==> config.mk <==
export PLATFORM = sky130hd
export DESIGN_NAME = alu_exec
export DESIGN_NICKNAME = d
export VERILOG_FILES = /design/src/rtl/alu_exec.sv
export SDC_FILE = /design/constraint.sdc
export NUM_CORES = 1
export LEC_CHECK = 0
export BUFFER_PORTS_ARGS = -buffer_cell sky130_fd_sc_hd__buf_4
export CAP_MARGIN = 30
export CORE_MARGIN = 2
export CORE_UTILIZATION = 25
export DETAILED_ROUTE_END_ITERATION = 16
export GPL_TIMING_DRIVEN = 1
export MAX_ROUTING_LAYER = met4
export PLACE_DENSITY_LB_ADDON = 0.3
export REMOVE_ABC_BUFFERS = 1
export SLEW_MARGIN = 10
export SYNTH_ARGS = -nofsm -noshare
export SYNTH_HDL_FRONTEND = slang
export SYNTH_SLANG_ARGS = --single-unit
==> constraint.sdc <==
create_clock -name i_clk -period 10.9 [get_ports i_clk]
set_input_delay 1.635 -clock i_clk [delete_from_list [all_inputs] [get_ports i_clk]]
set_output_delay 1.635 -clock i_clk [all_outputs]
set_load 0.01 [all_outputs]
==> src/rtl/alu_exec.sv <==
// -----------------------------------------------------------------------------
// alu_exec -- handshake-driven ALU execution unit
//
// Purpose:
//   Accepts one ALU operation per request on a valid/ready handshake.
//   Single-cycle operations produce a registered result in the following cycle.
//   The optional unsigned multiply runs one shift-add iteration per cycle.
//   Opcode and operands are sampled only on the accepting edge.
//
// Configuration macro:
//   ALU_EXEC_MUL_EN : when defined, opcode 4'b1000 (MUL) is implemented as a
//                     WIDTH-iteration shift-add multiply through the EXEC
//                     state. When undefined, the multiplier and EXEC logic
//                     are omitted, and 4'b1000 behaves as an undefined code.
//
// Ports:
//   i_clk        in   1      clock, rising edge
//   i_rst        in   1      synchronous active-high reset
//   i_valid      in   1      request, accepted when o_ready is high
//   o_ready      out  1      can accept a request this cycle (low in EXEC)
//   i_aluControl in   4      operation code
//   i_srcA       in   WIDTH  operand A
//   i_srcB       in   WIDTH  operand B
//   o_valid      out  1      result valid (high only in DONE)
//   o_result     out  WIDTH  result, held while o_valid is low
//   o_zero       out  1      o_result == 0
//   o_overflow   out  1      signed overflow for ADD/SUB, else 0
// -----------------------------------------------------------------------------
module alu_exec #(
  parameter int WIDTH = 32
) (
  input  logic             i_clk,
  input  logic             i_rst,
  input  logic             i_valid,
  output logic             o_ready,
  input  logic [3:0]       i_aluControl,
  input  logic [WIDTH-1:0] i_srcA,
  input  logic [WIDTH-1:0] i_srcB,
  output logic             o_valid,
  output logic [WIDTH-1:0] o_result,
  output logic             o_zero,
  output logic             o_overflow
);

  localparam logic [3:0] OP_AND = 4'b0000;
  localparam logic [3:0] OP_OR  = 4'b0001;
  localparam logic [3:0] OP_ADD = 4'b0010;
  localparam logic [3:0] OP_SUB = 4'b0110;
  localparam logic [3:0] OP_SLT = 4'b0111;
  localparam logic [3:0] OP_NOR = 4'b1100;

  typedef enum logic [1:0] {
    IDLE = 2'd0,
    EXEC = 2'd1,
    DONE = 2'd2
  } state_t;

  state_t r_state;
  state_t w_state_next;

  logic             w_accept;
  logic             w_alu_load;
  logic [WIDTH-1:0] w_sum;
  logic [WIDTH-1:0] w_diff;
  logic [WIDTH-1:0] w_res;
  logic             w_ovf;
  logic             w_lt;

  logic [WIDTH-1:0] r_result;
  logic             r_zero;
  logic             r_ovf;

  assign o_ready    = (r_state != EXEC);
  assign o_valid    = (r_state == DONE);
  assign o_result   = r_result;
  assign o_zero     = r_zero;
  assign o_overflow = r_ovf;

  assign w_accept = i_valid && o_ready;

  // Single-cycle datapath, evaluated on the live inputs. The result is only
  // consumed on the accepting edge, so later input changes have no effect.
  assign w_sum  = i_srcA + i_srcB;
  assign w_diff = i_srcA - i_srcB;
  assign w_lt   = ($signed(i_srcA) < $signed(i_srcB));

  always_comb begin
    w_res = '0;
    w_ovf = 1'b0;
    case (i_aluControl)
      OP_AND: w_res = i_srcA & i_srcB;
      OP_OR:  w_res = i_srcA | i_srcB;
      OP_NOR: w_res = ~(i_srcA | i_srcB);
      OP_ADD: begin
        w_res = w_sum;
        // Like-signed operands whose sum flips sign.
        w_ovf = (i_srcA[WIDTH-1] == i_srcB[WIDTH-1]) &&
                (w_sum[WIDTH-1] != i_srcA[WIDTH-1]);
      end
      OP_SUB: begin
        w_res = w_diff;
        // Unlike-signed operands whose difference differs in sign from A.
        w_ovf = (i_srcA[WIDTH-1] != i_srcB[WIDTH-1]) &&
                (w_diff[WIDTH-1] != i_srcA[WIDTH-1]);
      end
      OP_SLT: w_res = {{(WIDTH-1){1'b0}}, w_lt};
      default: begin
        w_res = '0;
        w_ovf = 1'b0;
      end
    endcase
  end

`ifdef ALU_EXEC_MUL_EN
  localparam logic [3:0] OP_MUL = 4'b1000;
  localparam int         CW     = (WIDTH > 1) ? $clog2(WIDTH) : 1;

  logic             w_is_mul;
  logic             w_mul_last;
  logic [WIDTH-1:0] w_acc_next;
  logic [CW-1:0]    r_cnt;
  logic [WIDTH-1:0] r_mcand;
  logic [WIDTH-1:0] r_mplier;
  logic [WIDTH-1:0] r_acc;

  assign w_is_mul   = (i_aluControl == OP_MUL);
  assign w_alu_load = w_accept && !w_is_mul;
  // Only the low WIDTH product bits are kept, so the accumulator and the
  // left-shifting multiplicand never need more than WIDTH bits.
  assign w_acc_next = r_mplier[0] ? (r_acc + r_mcand) : r_acc;
  assign w_mul_last = (r_cnt == CW'(WIDTH - 1));
`else
  assign w_alu_load = w_accept;
`endif

  // Next-state logic
  always_comb begin
    w_state_next = r_state;
    case (r_state)
      IDLE, DONE: begin
        if (w_accept) begin
`ifdef ALU_EXEC_MUL_EN
          w_state_next = w_is_mul ? EXEC : DONE;
`else
          w_state_next = DONE;
`endif
        end else begin
          w_state_next = IDLE;
        end
      end
`ifdef ALU_EXEC_MUL_EN
      EXEC: begin
        // i_valid is ignored here: o_ready is low, so w_accept cannot fire.
        if (w_mul_last) begin
          w_state_next = DONE;
        end
      end
`endif
      default: w_state_next = IDLE;
    endcase
  end

  always_ff @(posedge i_clk) begin
    if (i_rst) begin
      r_state <= IDLE;
    end else begin
      r_state <= w_state_next;
    end
  end

  // Result registers and multiplier datapath
  always_ff @(posedge i_clk) begin
    if (i_rst) begin
      r_result <= '0;
      r_zero   <= 1'b1;
      r_ovf    <= 1'b0;
`ifdef ALU_EXEC_MUL_EN
      r_cnt    <= '0;
      r_mcand  <= '0;
      r_mplier <= '0;
      r_acc    <= '0;
`endif
    end else begin
      if (w_alu_load) begin
        r_result <= w_res;
        r_zero   <= (w_res == '0);
        r_ovf    <= w_ovf;
      end
`ifdef ALU_EXEC_MUL_EN
      if (w_accept && w_is_mul) begin
        r_mcand  <= i_srcB;
        r_mplier <= i_srcA;
        r_acc    <= '0;
        r_cnt    <= '0;
      end else if (r_state == EXEC) begin
        r_acc    <= w_acc_next;
        r_mcand  <= r_mcand << 1;
        r_mplier <= r_mplier >> 1;
        r_cnt    <= r_cnt + 1'b1;
        // The visible result only changes when the product is complete.
        if (w_mul_last) begin
          r_result <= w_acc_next;
          r_zero   <= (w_acc_next == '0);
          r_ovf    <= 1'b0;
        end
      end
`endif
    end
  end

endmodule

==> results.toml, run 1 <==
[clock_tree]
cts_tree = "built"
clock_latency_ns = 0.28
path_clk_slew_ns = 0.05
htreeDepth = 2
cts_root_buf = "clkbuf_16"
holdBufCountCts = 0
post_cts_resized = 0
clock-sinks = 35
postCtsSetupRepairBufs = 0
clock_path_buffers = 2
cts-buffers-inserted = 5

[power]
p_switching_uw = 305.3
power_uw = 669.4
clockPowerShare_pct = 22.6
pwr-share-comb_pct = 55.8
irDropWorstVdd_v = 0.00005960
power_density_nw_per_um2 = 81.83
p_int_uw = 364.0
swShare_pct = 45.61
power_leakage_uw = 0.003552
p_seq_share_pct = 21.6

[yosys]
netlist_area_um2 = 6964
synth_edf_count = 0
ys_types = 84
ys_ff_latch = 35
ys_async_sr_fraction_pct = 0
yosysSeqAreaShare_pct = 10.06
avgSynthCellArea_um2 = 6.916
synth_area_leaders = "ha_1 (17%), dfxtp_1 (10%), nor2_1 (5.9%)"
ys_warn_count = 0
synthCells = 1007
synth_flop_cell = "dfxtp_1"
yosys.area.top_type = "ha_1"
yosysTopAreaCellShare_pct = 17.43

[status]
outcome = "complete, no violations"

[finish]
drive_above_1_share_pct = 13.73
diodes = 0
final_area_um2 = 8180
multi_input_area_um2 = 5627
regArea_um2 = 700.7
syn2layout_area_growth_pct = 17.46
filler_cell_count = 3047
stdcell_count = 1434
nNetsFinal = 1226
layout_common_cells = "buf_4 (111), nor2_1 (108), inv_1 (98)"
layout.cells.most_common = "buf_4"

[grt]
grt_max_degree = 53
grt_overflow = 0
antenna_found_initial = 0
grt_pass1_vias = 7828
grt_usage_pct = 20.18
grt_pass1_wl_um = 45050

[sta]
post-route-period-util_pct = 51.86
finalSetupViolCount = 0
fin_worst_skew_ns = 0
finalHoldViolations = 0
tns_ns = 0
fin_crit_ns = 5.653
relSlewSlack_pct = 35.91
rsz0062_at_grt = "false"
worstMarginPinSlew_ns = 0.9591
finalMaxSlewViolations = 0
fmax_ghz = 0.1769

[placement]
placedInstanceArea_um2 = 8036
dp.cells = 1427
place_congestion = 0.9609
place_hpwl_um = 22390
port_buffers = 105

[detailed_routing]
first_pass_iters = 5
detail-route-antenna-nets = 0
remaining_drc_errors = 0
routed-via-count = 8117
drtIter0Drc = 867
wl_um = 29310
vias_per_cell = 5.660
wl_per_cell_um = 20.44

[worst_setup_path]
cp_top_family = "compound AO/OA/AOI/OAI gates"
cp.arrival_ns = 5.88
crit_chain = "buf_4 > ha_1 > inv_1 > fa_1 > or2b_1 > a21oi_1 > o21ai_0 > o21ai_0 > mux2i_1 > a2111oi_0 > nand2_1 > nor4_1 > nand4_1 > nor4_2 > a41o_1"
critPathMostFrequentCell = "o21ai_0"
cp_num_buf_inv = 2
worstPathMaxFanout = 4
cp.required_ns = 11.13
end_kind = "flip-flop"
startpoint_type = "input port"
slowest_stage = "a2111oi_0"
cpPeakStageDelay_ns = 0.66
crit_type = "input port to flip-flop"

[floorplan]
coreArea_um2 = 27630
dieArea_um2 = 29210
ios = 107
die_y_um = 170.9
fp.dieW_um = 170.9
std_cell_rows = 61
start_util_pct = 25.21

[hold_path]
hold_class = "flip-flop to flip-flop"

[run]
drv_cap = 0
## kinds of logic after synthesis
family,after synthesis,synth area share [%]
flops,35,10.06
buf+inv,170,9.450
mux,16,2.300
other cells,1,0.05385
compound gates,367,37.48
simple gates,312,21.77
fa+ha+maj,99,18.00
xor+xnor,7,0.8804
## synth_stat cells, types with 5 or more instances
library cell / instances
nor2_1: 110
inv_1: 98
ha_1: 97
a21oi_1: 68
nand2_1: 65
clkbuf_1: 56
o21ai_0: 46
a211oi_1: 37
dfxtp_1: 35
a22oi_1: 32
nor3_1: 27
o22ai_1: 20
nand3_1: 19
mux2i_1: 16
a21o_1: 13
a31oi_1: 13
nor2b_1: 13
o31ai_1: 13
nor4_1: 12
nand2b_1: 10
nand4_1: 10
o211ai_1: 10
o22a_1: 10
and2_1: 9
a221o_1: 8
o221ai_1: 8
o21bai_1: 7
o31a_1: 7
o32ai_1: 7
and3_1: 6
buf_2: 6
a311oi_1: 5
buf_1: 5
o21a_1: 5
o311ai_0: 5
xnor2_1: 5
## worst min-delay path, delay by kind of cell, from the launching register on
kind / cells / cell delay, ns
flip-flops: 1 / 0.31
AND/OR/NAND/NOR: 1 / 0.06
AO/OA/AOI/OAI: 1 / 0.06
## metrics by stage
step                      worst slack [ns]  hold WS [ns]  utilization (%)
final                                5.247        0.4810            29.61
after global routing                 5.058        0.4897            29.61
after global placement               5.195        0.4707            28.99
after floorplan                      5.431        0.4839                -
after detailed placement             5.192        0.4760            29.09
after CTS                            5.472        0.4847            29.61
## metal layers
metal,GRT usage [%],part of all wire [%],vias to the layer above
met5,-,0,-
li1,-,-,3811
met3,2.822,7.2,49
met2,31.46,44,364
met4,5.490,2.6,0
met1,27.30,46,3893
## worst paths after layout
| path | startpoint | endpoint | slack (ns) | cells after the start |
|---|---|---|---|---|
| worst min-delay path | o_overflow | o_overflow | 0.48 | 2 |
| worst min register to register | o_overflow | o_overflow | 0.48 | 2 |
| worst max-delay path | i_srcA[0] | o_zero | 5.25 | 15 |
| worst max register to register | o_result[21] | o_result[21] | 9.99 | 2 |
## power by group through the flow
stage | sequential [uW] | clock (uW) | combinational (uW)
floorplan | 149 | 0 | 221
global placement | 147 | 0 | 363
detailed placement | 147 | 0 | 363
CTS | 145 | 152 | 365
global route | 145 | 158 | 406
finish | 144 | 152 | 373
## layout make-up
| class | instances | area share [%] |
|---|---|---|
| Tap cell | 378 | 5.782 |
| Inverter | 100 | 4.589 |
| Sequential cell | 35 | 8.565 |
| Timing Repair Buffer | 112 | 10.52 |
| Clock buffer | 6 | 1.698 |
| Multi-Input combinational cell | 802 | 68.78 |
| Clock inverter | 1 | 0.06118 |
## registers in the layout (all words and copies together), names as in the netlist
register / flops
o_result: 32
o_overflow: 1
r_state: 1
o_zero: 1
(Power assumes the default switching activity.)
==> run 2: changes to the inputs <==
- clock period: 10.9 -> 4.5 ns (I/O delays scaled with it)
==> run 2 against run 1 <==
Die area is the same. Register-to-register slack got worse by 6.3 ns. Clock-buffer cell count up 2. Highest routed layer unchanged. Design area up 6.2%.
==> results.toml, run 2 (synthesis gave the netlist of run 1 again) <==
[sta]
rsz0062_at_grt = "false"
finalMaxSlewViolations = 0
post-route-period-util_pct = 91.03
fin_worst_skew_ns = 0
finalHoldViolations = 0
relSlewSlack_pct = 44.56
holdWs_ns = 0.4694
worstMarginPinSlew_ns = 0.8239
fmax_ghz = 0.2441
finalSetupViolCount = 0
fin_crit_ns = 4.096

[worst_setup_path]
crit_chain = "buf_4 > inv_1 > ha_1 > nor2_1 > o311ai_0 > buf_4 > and2_1 > o221ai_1 > a21oi_1 > nor4b_1 > buf_4 > nand4_1 > nor4_1 > nand4_1 > nor4_2 > a41o_1"
reg2reg_from = "o_result[14]"
crit_type = "input port to flip-flop"
end_kind = "flip-flop"
r2r-end = "o_result[14]"
worstPathMaxFanout = 3
slowest_stage = "o311ai_0"
cpPeakStageDelay_ns = 0.57
cp.arrival_ns = 4.34
cp.required_ns = 4.74
cp_top_family = "simple AND/OR/NAND/NOR gates"
startpoint_type = "input port"
r2r_slack_ns = 3.66
rr_worst_depth = 2
critPathMostFrequentCell = "buf_4"
cp_num_buf_inv = 4

[hold_path]
min_to = "o_overflow"
whs_path_depth = 2
hold_class = "flip-flop to flip-flop"
hp-start = "o_overflow"

[clock_tree]
clock-sinks = 35
post_cts_resized = 0
cts_tree = "built"
postCtsSetupRepairBufs = 0
clock_path_buffers = 2
htreeDepth = 2
cts-buffers-inserted = 5
cts_root_buf = "clkbuf_16"
holdBufCountCts = 0
path_clk_slew_ns = 0.07
clock_latency_ns = 0.28

[detailed_routing]
wl_um = 29690
vias_per_cell = 5.458
remaining_drc_errors = 0
wl_per_cell_um = 19.77
routed-via-count = 8198
first_pass_iters = 5
drtIter0Drc = 586
detail-route-antenna-nets = 0

[finish]
regArea_um2 = 700.7
largest_register_ffs = 32
syn2layout_area_growth_pct = 24.79
layout.cells.most_common = "buf_4"
stdcell_count = 1502
multi_input_area_um2 = 5617
diodes = 0
filler_cell_count = 3074
drive_above_1_share_pct = 18.77
layout_common_cells = "buf_4 (177), nor2_1 (108), inv_1 (98)"
nNetsFinal = 1293

[status]
outcome = "complete, no violations"

[floorplan]
coreArea_um2 = 27630
start_util_pct = 25.21
dieArea_um2 = 29210
die_y_um = 170.9
std_cell_rows = 61
ios = 107
fp.dieW_um = 170.9

[power]
irDropWorstVdd_v = 0.0001215
power_leakage_uw = 0.003875
power_density_nw_per_um2 = 197.9

[placement]
dp.cells = 1494
port_buffers = 105
place_hpwl_um = 23330
place_congestion = 0.9577

[grt]
grt_usage_pct = 20.32
grt_pass1_vias = 7799
grt_max_degree = 52
antenna_found_initial = 0
grt_overflow = 0
grt_pass1_wl_um = 45160

[run]
drv_cap = 0
==> run 2: layer usage <==
layer / wire length (um) / global-route usage [%] / vias up
li1: - / - / 3939
met1: 13570 / 27.57 / 3878
met3: 2077 / 2.452 / 50
met2: 13360 / 32.11 / 331
met4: 684 / 5.048 / 0
met5: 0 / - / -
==> run 2: layout make-up <==
| type | instances | area share (%) |
|---|---|---|
| multi-input combinational | 802 | 64.63 |
| timing repair buffer | 179 | 15.75 |
| sequential | 35 | 8.062 |
| tap | 378 | 5.442 |
| inverter | 100 | 4.319 |
| clock buffer | 8 | 1.800 |
==> run 2: how the worst max path moves through the flow <==
stage | startpoint | cells past startpoint | slack, ns | end
after global routing | i_srcA[0] | 15 | 0.09 | o_zero
after floorplan | i_aluControl[2] | 8 | -0.009 | o_zero
after global placement | i_srcA[8] | 15 | 0.15 | o_zero
after detailed placement | i_srcA[0] | 15 | 0.14 | o_zero
after CTS | i_srcA[0] | 15 | 0.42 | o_zero
final | i_srcB[1] | 16 | 0.40 | o_zero
==> run 2: metrics by stage <==
step                utilization, %  worst slack, ns  cell area (um2)  power, uW  setup TNS [ns]
global placement             30.89           0.1548             8534       1320               0
floorplan                        -        -0.009334             6681      895.1       -0.009334
global route                 31.46          0.08878             8691       1820               0
detailed placement           30.89           0.1355             8534       1319               0
finish                       31.46           0.4037             8691       1720               0
CTS                          31.46           0.4238             8691       1713               0
==> run 2: power breakdown <==
group / switching [uW] / internal (uW)
combinational: 586 / 398
sequential: 15.7 / 333
clock: 151 / 237
total: 753 / 967
==> run 2: worst min-delay path: stages (launching register included) <==
cell and delay (ns):
dfxtp_1 0.31, nand2_1 0.06, a21oi_1 0.05
